==> config.mk <==
export PLATFORM = sky130hd
export DESIGN_NAME = frame_stream_rx_flat
export DESIGN_NICKNAME = d
export VERILOG_FILES = /design/src/rtl/frame_stream_rx_if.sv /design/src/rtl/frame_stream_rx.sv /design/src/flat_wrapper.sv
export SDC_FILE = /design/constraint.sdc
export NUM_CORES = 1
export LEC_CHECK = 0
export BUFFER_PORTS_ARGS = -buffer_cell sky130_fd_sc_hd__buf_2
export CAP_MARGIN = 10
export CORE_ASPECT_RATIO = 1.4
export CORE_MARGIN = 5
export CORE_UTILIZATION = 35
export CTS_CLUSTER_DIAMETER = 100
export DETAILED_ROUTE_END_ITERATION = 7
export PLACE_DENSITY = 0.6
export SLEW_MARGIN = 25
export SYNTH_ARGS = -nofsm -noshare
export SYNTH_HDL_FRONTEND = slang
export SYNTH_SLANG_ARGS = --single-unit
==> constraint.sdc <==
create_clock -name clk -period 3.6 [get_ports clk]
set_clock_uncertainty 0.15 [all_clocks]
set_input_delay 0.18 -clock clk [delete_from_list [all_inputs] [get_ports clk]]
set_output_delay 0.18 -clock clk [all_outputs]
set_load 0.01 [all_outputs]
==> src/rtl/frame_stream_rx_if.sv <==
// Pixel stream bundle: the raw beat input side and the accepted-pixel/status side.
interface frame_stream_rx_if;
  logic        din_sop;
  logic        din_eop;
  logic        din_vld;
  logic [15:0] din;
  logic        pix_vld;
  logic [15:0] pix_data;
  logic [10:0] pix_x;
  logic [9:0]  pix_y;
  logic        frame_done;
  logic        frame_err;
  logic [1:0]  err_code;
  logic [7:0]  frame_cnt;
  logic        busy;

  modport slave (
    input  din_sop, din_eop, din_vld, din,
    output pix_vld, pix_data, pix_x, pix_y,
           frame_done, frame_err, err_code, frame_cnt, busy
  );

  modport master (
    output din_sop, din_eop, din_vld, din,
    input  pix_vld, pix_data, pix_x, pix_y,
           frame_done, frame_err, err_code, frame_cnt, busy
  );
endinterface

==> src/rtl/frame_stream_rx.sv <==
// Frame receiver: validates sop/eop framing of an RGB565 beat stream,
// tags each accepted pixel with its raster position, and reports
// frame completion and framing errors one cycle after the beat.
module frame_stream_rx #(
  parameter int H_AP = 1280,
  parameter int V_AP = 720
) (
  input logic             clk,
  input logic             rst_n,
  frame_stream_rx_if.slave bus
);

  typedef enum logic {IDLE, RECV} state_t;

  localparam logic [10:0] X_LAST = 11'(H_AP - 1);
  localparam logic [9:0]  Y_LAST = 10'(V_AP - 1);

  state_t      state_q, state_d;
  logic [10:0] x_q, x_d;
  logic [9:0]  y_q, y_d;
  logic        pix_vld_q, pix_vld_d;
  logic [15:0] pix_data_q, pix_data_d;
  logic [10:0] pix_x_q, pix_x_d;
  logic [9:0]  pix_y_q, pix_y_d;
  logic        frame_done_q, frame_done_d;
  logic        frame_err_q, frame_err_d;
  logic [1:0]  err_code_q, err_code_d;
  logic [7:0]  frame_cnt_q, frame_cnt_d;
  logic        busy_q, busy_d;

  logic [10:0] cur_x;
  logic [9:0]  cur_y;
  logic        at_last;

  // Next-state: accept/drop each valid beat and derive position, pulses and status.
  // A sop beat is re-based to (0,0) before the eop/last-position check, so an
  // early sop and a length mismatch on the same beat produce one error pulse
  // whose code reflects the length mismatch.
  always_comb begin
    state_d      = state_q;
    x_d          = x_q;
    y_d          = y_q;
    pix_vld_d    = 1'b0;
    pix_data_d   = pix_data_q;
    pix_x_d      = pix_x_q;
    pix_y_d      = pix_y_q;
    frame_done_d = 1'b0;
    frame_err_d  = 1'b0;
    err_code_d   = err_code_q;
    frame_cnt_d  = frame_cnt_q;
    cur_x        = x_q;
    cur_y        = y_q;
    at_last      = 1'b0;

    if (bus.din_vld) begin
      if (state_q == IDLE && !bus.din_sop) begin
        frame_err_d = 1'b1;
        err_code_d  = 2'b01;
      end else begin
        if (bus.din_sop) begin
          cur_x = '0;
          cur_y = '0;
          if (state_q == RECV) begin
            frame_err_d = 1'b1;
            err_code_d  = 2'b10;
          end
        end
        at_last    = (cur_x == X_LAST) && (cur_y == Y_LAST);
        pix_vld_d  = 1'b1;
        pix_data_d = bus.din;
        pix_x_d    = cur_x;
        pix_y_d    = cur_y;

        if (bus.din_eop || at_last) begin
          state_d = IDLE;
          x_d     = '0;
          y_d     = '0;
          if (bus.din_eop && at_last && !frame_err_d) begin
            frame_done_d = 1'b1;
            frame_cnt_d  = frame_cnt_q + 8'd1;
          end else if (bus.din_eop != at_last) begin
            frame_err_d = 1'b1;
            err_code_d  = 2'b11;
          end
        end else begin
          state_d = RECV;
          if (cur_x == X_LAST) begin
            x_d = '0;
            y_d = cur_y + 10'd1;
          end else begin
            x_d = cur_x + 11'd1;
            y_d = cur_y;
          end
        end
      end
    end

    busy_d = (state_d == RECV);
  end

  // State and registered outputs; reset abandons any frame without a pulse.
  always_ff @(posedge clk or negedge rst_n) begin
    if (!rst_n) begin
      state_q      <= IDLE;
      x_q          <= '0;
      y_q          <= '0;
      pix_vld_q    <= 1'b0;
      pix_data_q   <= '0;
      pix_x_q      <= '0;
      pix_y_q      <= '0;
      frame_done_q <= 1'b0;
      frame_err_q  <= 1'b0;
      err_code_q   <= '0;
      frame_cnt_q  <= '0;
      busy_q       <= 1'b0;
    end else begin
      state_q      <= state_d;
      x_q          <= x_d;
      y_q          <= y_d;
      pix_vld_q    <= pix_vld_d;
      pix_data_q   <= pix_data_d;
      pix_x_q      <= pix_x_d;
      pix_y_q      <= pix_y_d;
      frame_done_q <= frame_done_d;
      frame_err_q  <= frame_err_d;
      err_code_q   <= err_code_d;
      frame_cnt_q  <= frame_cnt_d;
      busy_q       <= busy_d;
    end
  end

  assign bus.pix_vld    = pix_vld_q;
  assign bus.pix_data   = pix_data_q;
  assign bus.pix_x      = pix_x_q;
  assign bus.pix_y      = pix_y_q;
  assign bus.frame_done = frame_done_q;
  assign bus.frame_err  = frame_err_q;
  assign bus.err_code   = err_code_q;
  assign bus.frame_cnt  = frame_cnt_q;
  assign bus.busy       = busy_q;

endmodule

==> src/flat_wrapper.sv <==
// flat-port wrapper written by rule: the top's interface ports become plain ports
module frame_stream_rx_flat 
#(
  parameter int H_AP = 1280,
  parameter int V_AP = 720
)
  (clk, rst_n, bus_din_sop, bus_din_eop, bus_din_vld, bus_din, bus_pix_vld, bus_pix_data, bus_pix_x, bus_pix_y, bus_frame_done, bus_frame_err, bus_err_code, bus_frame_cnt, bus_busy);
  frame_stream_rx_if bus_i ();
  input logic clk;
  input logic rst_n;
  input wire logic [$bits(bus_i.din_sop)-1:0] bus_din_sop;
  input wire logic [$bits(bus_i.din_eop)-1:0] bus_din_eop;
  input wire logic [$bits(bus_i.din_vld)-1:0] bus_din_vld;
  input wire logic [$bits(bus_i.din)-1:0] bus_din;
  output wire logic [$bits(bus_i.pix_vld)-1:0] bus_pix_vld;
  output wire logic [$bits(bus_i.pix_data)-1:0] bus_pix_data;
  output wire logic [$bits(bus_i.pix_x)-1:0] bus_pix_x;
  output wire logic [$bits(bus_i.pix_y)-1:0] bus_pix_y;
  output wire logic [$bits(bus_i.frame_done)-1:0] bus_frame_done;
  output wire logic [$bits(bus_i.frame_err)-1:0] bus_frame_err;
  output wire logic [$bits(bus_i.err_code)-1:0] bus_err_code;
  output wire logic [$bits(bus_i.frame_cnt)-1:0] bus_frame_cnt;
  output wire logic [$bits(bus_i.busy)-1:0] bus_busy;
  assign bus_i.din_sop = bus_din_sop;
  assign bus_i.din_eop = bus_din_eop;
  assign bus_i.din_vld = bus_din_vld;
  assign bus_i.din = bus_din;
  assign bus_pix_vld = bus_i.pix_vld;
  assign bus_pix_data = bus_i.pix_data;
  assign bus_pix_x = bus_i.pix_x;
  assign bus_pix_y = bus_i.pix_y;
  assign bus_frame_done = bus_i.frame_done;
  assign bus_frame_err = bus_i.frame_err;
  assign bus_err_code = bus_i.err_code;
  assign bus_frame_cnt = bus_i.frame_cnt;
  assign bus_busy = bus_i.busy;
  frame_stream_rx #(.H_AP(H_AP), .V_AP(V_AP)) u_core (.clk(clk), .rst_n(rst_n), .bus(bus_i));
endmodule
---- Yosys cells after proc, flatten, opt, wreduce, memory -nomap -nowiden ----
Index checks and enable logic that the tools add are counted.
word-level totals
  flip-flop bits (word level) ............. 72
  input port bits ......................... 21
  output and inout bits ................... 51
  word-level logic and storage cells ...... 60
operators by class
  add/sub/neg operators ................... 3
  eq/ne operators ......................... 3
  multiplexer cells ....................... 32
  bitwise logic cells ..................... 2
  reduce and logical (&&, ||, !) cells .... 9
operator list
  cell                                                             count
  11-bit 2-to-1 mux                                                5
  10-bit 2-to-1 mux                                                5
  1-bit 2-to-1 mux                                                 16
  2-bit 2-to-1 mux                                                 6
  11-bit by 1-bit adder with 11-bit output, second input constant  1
  11-bit == test, second input constant                            1
  10-bit by 1-bit adder with 10-bit output, second input constant  1
  10-bit == test, second input constant                            1
  8-bit by 1-bit adder with 8-bit output, second input constant    1
  1-bit logical AND                                                4
  4-bit AND reduction                                              1
  1-bit logical NOT                                                2
  1-bit NOT                                                        2
  2-bit AND reduction                                              1
  1-bit logical OR                                                 1
  1-bit inequality test                                            1

---- Longest topological paths before layout ----
  depth in word-level cells ............... 12
  mapped depth ............................ 16
  depth with buffers taken out ............ 11

---- Worst setup path before layout ----
No wires, ideal clock.
  path kind ............................... input-to-reg
  start ................................... in bus_din_sop
  end ..................................... reg u_core.x_q[7]
  setup time .............................. 83 ps
  arrival time ............................ 2898 ps
  data required time ...................... 3367 ps
  slack ................................... 470 ps
  cell stages on the path ................. 16
  buffers on the path ..................... 6
  cell sequence ........................... buf_2 > clkbuf_1 > nor2b_1 > ha_1 > and3_1 > buf_4 > and4_1 > buf_2 > nand3_1 > ha_1 > buf_2 > nor2b_1 > clkbuf_1 > nand3_1 > or4_1 > o21ai_0
on the way
  longest elaborated chain between the ends .. 7
  elaborated cells on any way between the ends .. 17
  classes of those cells .................. add/sub (1); eq/ne (2); mux (8); bitwise (1); reduce/logical (5)
RTL lines
  element                                                                           line                    source
  from (decl)                                                                       flat_wrapper.sv:11      input wire logic [$bits(bus_i.din_sop)-1:0] bus_din_sop;
  branches (longest 7 deep; another with 11-bit by 1-bit adder with 11-bit output)  n/a
  to (signal assigned)                                                              frame_stream_rx.sv:105  x_q <= '0;
  to (signal assigned)                                                              frame_stream_rx.sv:118  x_q <= x_d;
  to (decl)                                                                         frame_stream_rx.sv:19   logic [10:0] x_q, x_d;
Several ways; the timed one is not identified. The select of a mux whose other input is x is not followed.
A chain may end at the register's enable or synchronous reset.

---- Worst setup path in the final report ----
  start ................................... reg u_core.x_q[0]
  end ..................................... reg u_core.x_q[7]
on the way
  longest elaborated chain between the ends .. 7
  elaborated cells on any way between the ends .. 9
  classes of those cells .................. add/sub (1); eq/ne (1); mux (5); reduce/logical (2)
RTL lines
  element                                                                           line                   source
  11-bit 2-to-1 mux *                                                               frame_stream_rx.sv:60  if (bus.din_sop) begin
  11-bit 2-to-1 mux *                                                               frame_stream_rx.sv:56  if (state_q == IDLE && !bus.din_sop) begin
  11-bit 2-to-1 mux *                                                               frame_stream_rx.sv:55  if (bus.din_vld) begin
  branches (longest 3 deep; another with 11-bit by 1-bit adder with 11-bit output)  n/a
  11-bit 2-to-1 mux *                                                               frame_stream_rx.sv:74  if (bus.din_eop || at_last) begin
Every way passes the cells marked *. The select of a mux whose other input is x is not followed.

==> flow_summary.yaml <==
run_status:
  status: "complete, no violations"
sta:
  slew_headroom_pct: 48.98
  max_freq_ghz: 0.2983
  final.min_clock_period_ns: 3.352
  worst_slew_pin_slew_ns: 0.7625
  final.setup.tns_ns: 0
  setup_slack_ns: 0.2476
  period_share_pct: 93.12
  rsz0062_at_grt: "false"
  timing_hold_violations_final: 0
  setup_viol: 0
  final_max_slew_viol_count: 0
routing:
  wire_per_inst_um: 15.05
  postRouteAntennaNets: 0
  firstDrtPassIters: 4
  drc: 0
  wl_um: 8833
  drt-initial-drc-count: 169
  vias: 2916
  vias_per_cell: 4.968
floorplanning:
  ioPinCount: 72
  fp.dieArea_um2: 11950
  initial_utilization_pct: 36.02
  dieHeight_um: 127.4
  fp-row-count: 42
  die_width_um: 93.85
  coreArea_um2: 9564
logic_synthesis:
  synth_nets: 394
  synth-edff-count: 0
  synth_flop_cell: "dfrtp_1"
  netlist_instances: 368
  avgSynthCellArea_um2: 9.360
  async_reset_ff_share_pct: 100.0
  synth_warnings: 0
  synth-seq-area-share_pct: 52.31
  ys_types: 48
  netlist_area_um2: 3445
  synth_seq_cells: 72
clocking:
  cts_max_path_buffers: 2
  cts_tree: "done"
  cts_sinks: 72
  numCtsBuffers: 9
  holdBufCountCts: 17
  clk_latency_ns: 0.33
  ctsHtreeMaxLevel: 3
  post_cts_buffers: 0
  path_clk_slew_ns: 0.06
  cts_root_buf: "clkbuf_16"
  cts_resized: 0
setup_path:
  worst_path_max_delay_cell: "or4_1"
  cp_max_fo: 10
  max_stage_delay_ns: 0.53
  cp_top_family: "simple AND/OR/NAND/NOR gates"
  worstPathArrival_ns: 3.44
  crit_required_ns: 3.69
  ff2ff_path_depth: 10
  worst-path-stages: 10
  path_class: "reg -> reg"
  cp_num_buf_inv: 0
  worstPathCellList: "nor2b_1 -> ha_1 -> and3_1 -> and4_1 -> nand3_1 -> ha_1 -> nor2b_1 -> nand3_1 -> or4_1 -> o21ai_0"
  cp-start-kind: "register"
  endpoint_kind: "register"
global_routing:
  grt_start_max_net_pins: 73
  grt_antenna_before_repair: 0
  grt_pass1_vias: 3015
  grt-ovfl-total: 0
  grtUsageTotal_pct: 15.67
  grt_pass1_wl_um: 14870
power_and_ir_drop:
  netSwitchingFraction_pct: 23.66
  switchingPower_uw: 481.0
  pwr-share-seq_pct: 42.9
  power_mw: 2.033
  clkPwrFrac_pct: 47.0
  pwr-share-comb_pct: 10.1
  internal_power_mw: 1.552
  leakage_nw: 2.134
  power_density_nw_per_um2: 459.1
  vdd_drop_max_v: 0.0002497
cells_and_area:
  syn_to_final_growth_pct: 28.55
  diodes: 0
  fill_cells: 982
  nets: 476
  drive_gt1_share_pct: 23.08
place:
  port-buffer-count: 71
  place_ws_ns: 0.3327
  dpl.hpwl_um: 6072
  place.gp.congestion: 0.9088
min_path:
  hp-class: "in -> reg"
  whs_path_depth: 2
run:
  maxCapViolCount: 0
[through the flow]
step	std cells	util [%]	area (um2)	hold slack, ns
2_1_floorplan	368	-	3445	-0.2656
3_3_place_gp	554	41.12	3933	0.2208
3_5_place_dp	554	41.12	3933	0.2262
4_1_cts	587	46.26	4424	0.06032
5_1_grt	587	46.30	4428	0.08799
6_report	587	46.30	4428	0.06823
[power groups by stage]
stage / clock [mW] / sequential, mW / combinational (mW)
after floorplan: 0 / 0.899 / 0.0899
after global placement: 0 / 0.884 / 0.193
after detailed placement: 0 / 0.887 / 0.196
after CTS: 0.977 / 0.872 / 0.210
after global routing: 1.01 / 0.876 / 0.233
final: 0.955 / 0.872 / 0.206
[area by class of cell]
type                            count  area [um2]  share of cell area, %
Tap cell                          132       165.2                  3.730
Clock inverter                      6       82.58                  1.865
Inverter                            8       30.03                 0.6782
Multi-Input combinational cell    264        1525                  34.44
Timing Repair Buffer               95       584.3                  13.20
Clock buffer                       10       239.0                  5.397
Sequential cell                    72        1802                  40.69
[cell families after synthesis]
family,count (synthesis),share of synthesized area (%)
muxes,5,1.634
adders and majority gates,5,1.816
and+or+nand+nor,178,25.61
buffers and inverters,32,3.742
AOI/OAI and AO/OA,68,12.86
xor gates and xnor gates,8,2.034
DFF,72,52.31
[synth_stat cells, drive strengths merged, types with 2 or more instances]
cell type  number  area (um2)
buf             8       38.79
o21a            2       15.01
nand3b          5       37.54
ha              5       62.56
xnor2           6       52.55
nand4           5       31.28
a32o            3       30.03
a32oi           3       26.28
nor4            3       18.77
xor2            2       17.52
o211ai          4       30.03
or3             2       12.51
nand2          90       337.8
nor2b           7       43.79
a21oi           8       40.04
mux2            5       56.30
dfrtp          72        1802
inv             8       30.03
o31ai           5       37.54
clkbuf         16       60.06
nand3          11       55.05
o21ai          31       155.2
nor2           13       48.80
a22o            3       26.28
o41ai           2       25.03
nand4b          3       26.28
nand2b         17       106.4
or4             7       52.55
and3            4       25.02
nor3            4       20.02
[per-layer routing]
layer	routed length, um	track usage [%]	vias up
li1	-	-	1440
met1	3620	18.64	1402
met2	4675	27.23	63
met3	387	3.588	11
met4	148	5.952	0
met5	0	0	-
[sequential cells by signal (all words and copies together), names as in the netlist, 2 cells and up]
name / cells
u_core.bus.pix_data: 16
u_core.bus.pix_x: 11
u_core.x_q: 11
u_core.bus.pix_y: 10
u_core.y_q: 10
u_core.bus.frame_cnt: 8
u_core.bus.err_code: 2
[path summary, 6_finish.rpt]
check / start / end / slack (ns)
worst min register to register: u_core.bus.frame_cnt[7] / u_core.bus.frame_cnt[7] / 0.32
worst max register to register: u_core.x_q[0] / u_core.x_q[7] / 0.25
worst min-delay path: bus_din_vld / u_core.bus.frame_err / 0.07
worst max-delay path: u_core.x_q[0] / u_core.x_q[7] / 0.25
min in group asynchronous: rst_n / u_core.bus.pix_y[0] / 0.27
max in group asynchronous: rst_n / u_core.bus.frame_cnt[1] / 2.56
[cells in the final DEF (no fill, tap or decap), types with 3 or more instances in the layout]
| cell | instances |
|---|---|
| nand2_1 | 90 |
| dfrtp_1 | 72 |
| buf_2 | 70 |
| o21ai_0 | 30 |
| nand2b_1 | 17 |
| dlygate4sd3_1 | 17 |
| nor2_1 | 13 |
| nand3_1 | 11 |
| clkbuf_16 | 9 |
| a21oi_1 | 8 |
| inv_1 | 7 |
| nor2b_1 | 7 |
| or4_1 | 7 |
| buf_4 | 7 |
| xnor2_1 | 6 |
| nand3b_1 | 5 |
| mux2_2 | 5 |
| o31ai_1 | 5 |
| nand4_1 | 5 |
| ha_1 | 5 |
| and3_1 | 4 |
| o211ai_1 | 4 |
| nor3_1 | 4 |
| nor4_1 | 3 |
| a32oi_1 | 3 |
| nand4b_1 | 3 |
| a32o_1 | 3 |
| a22o_1 | 3 |
| clkinv_2 | 3 |
(Power assumes the default switching activity.)
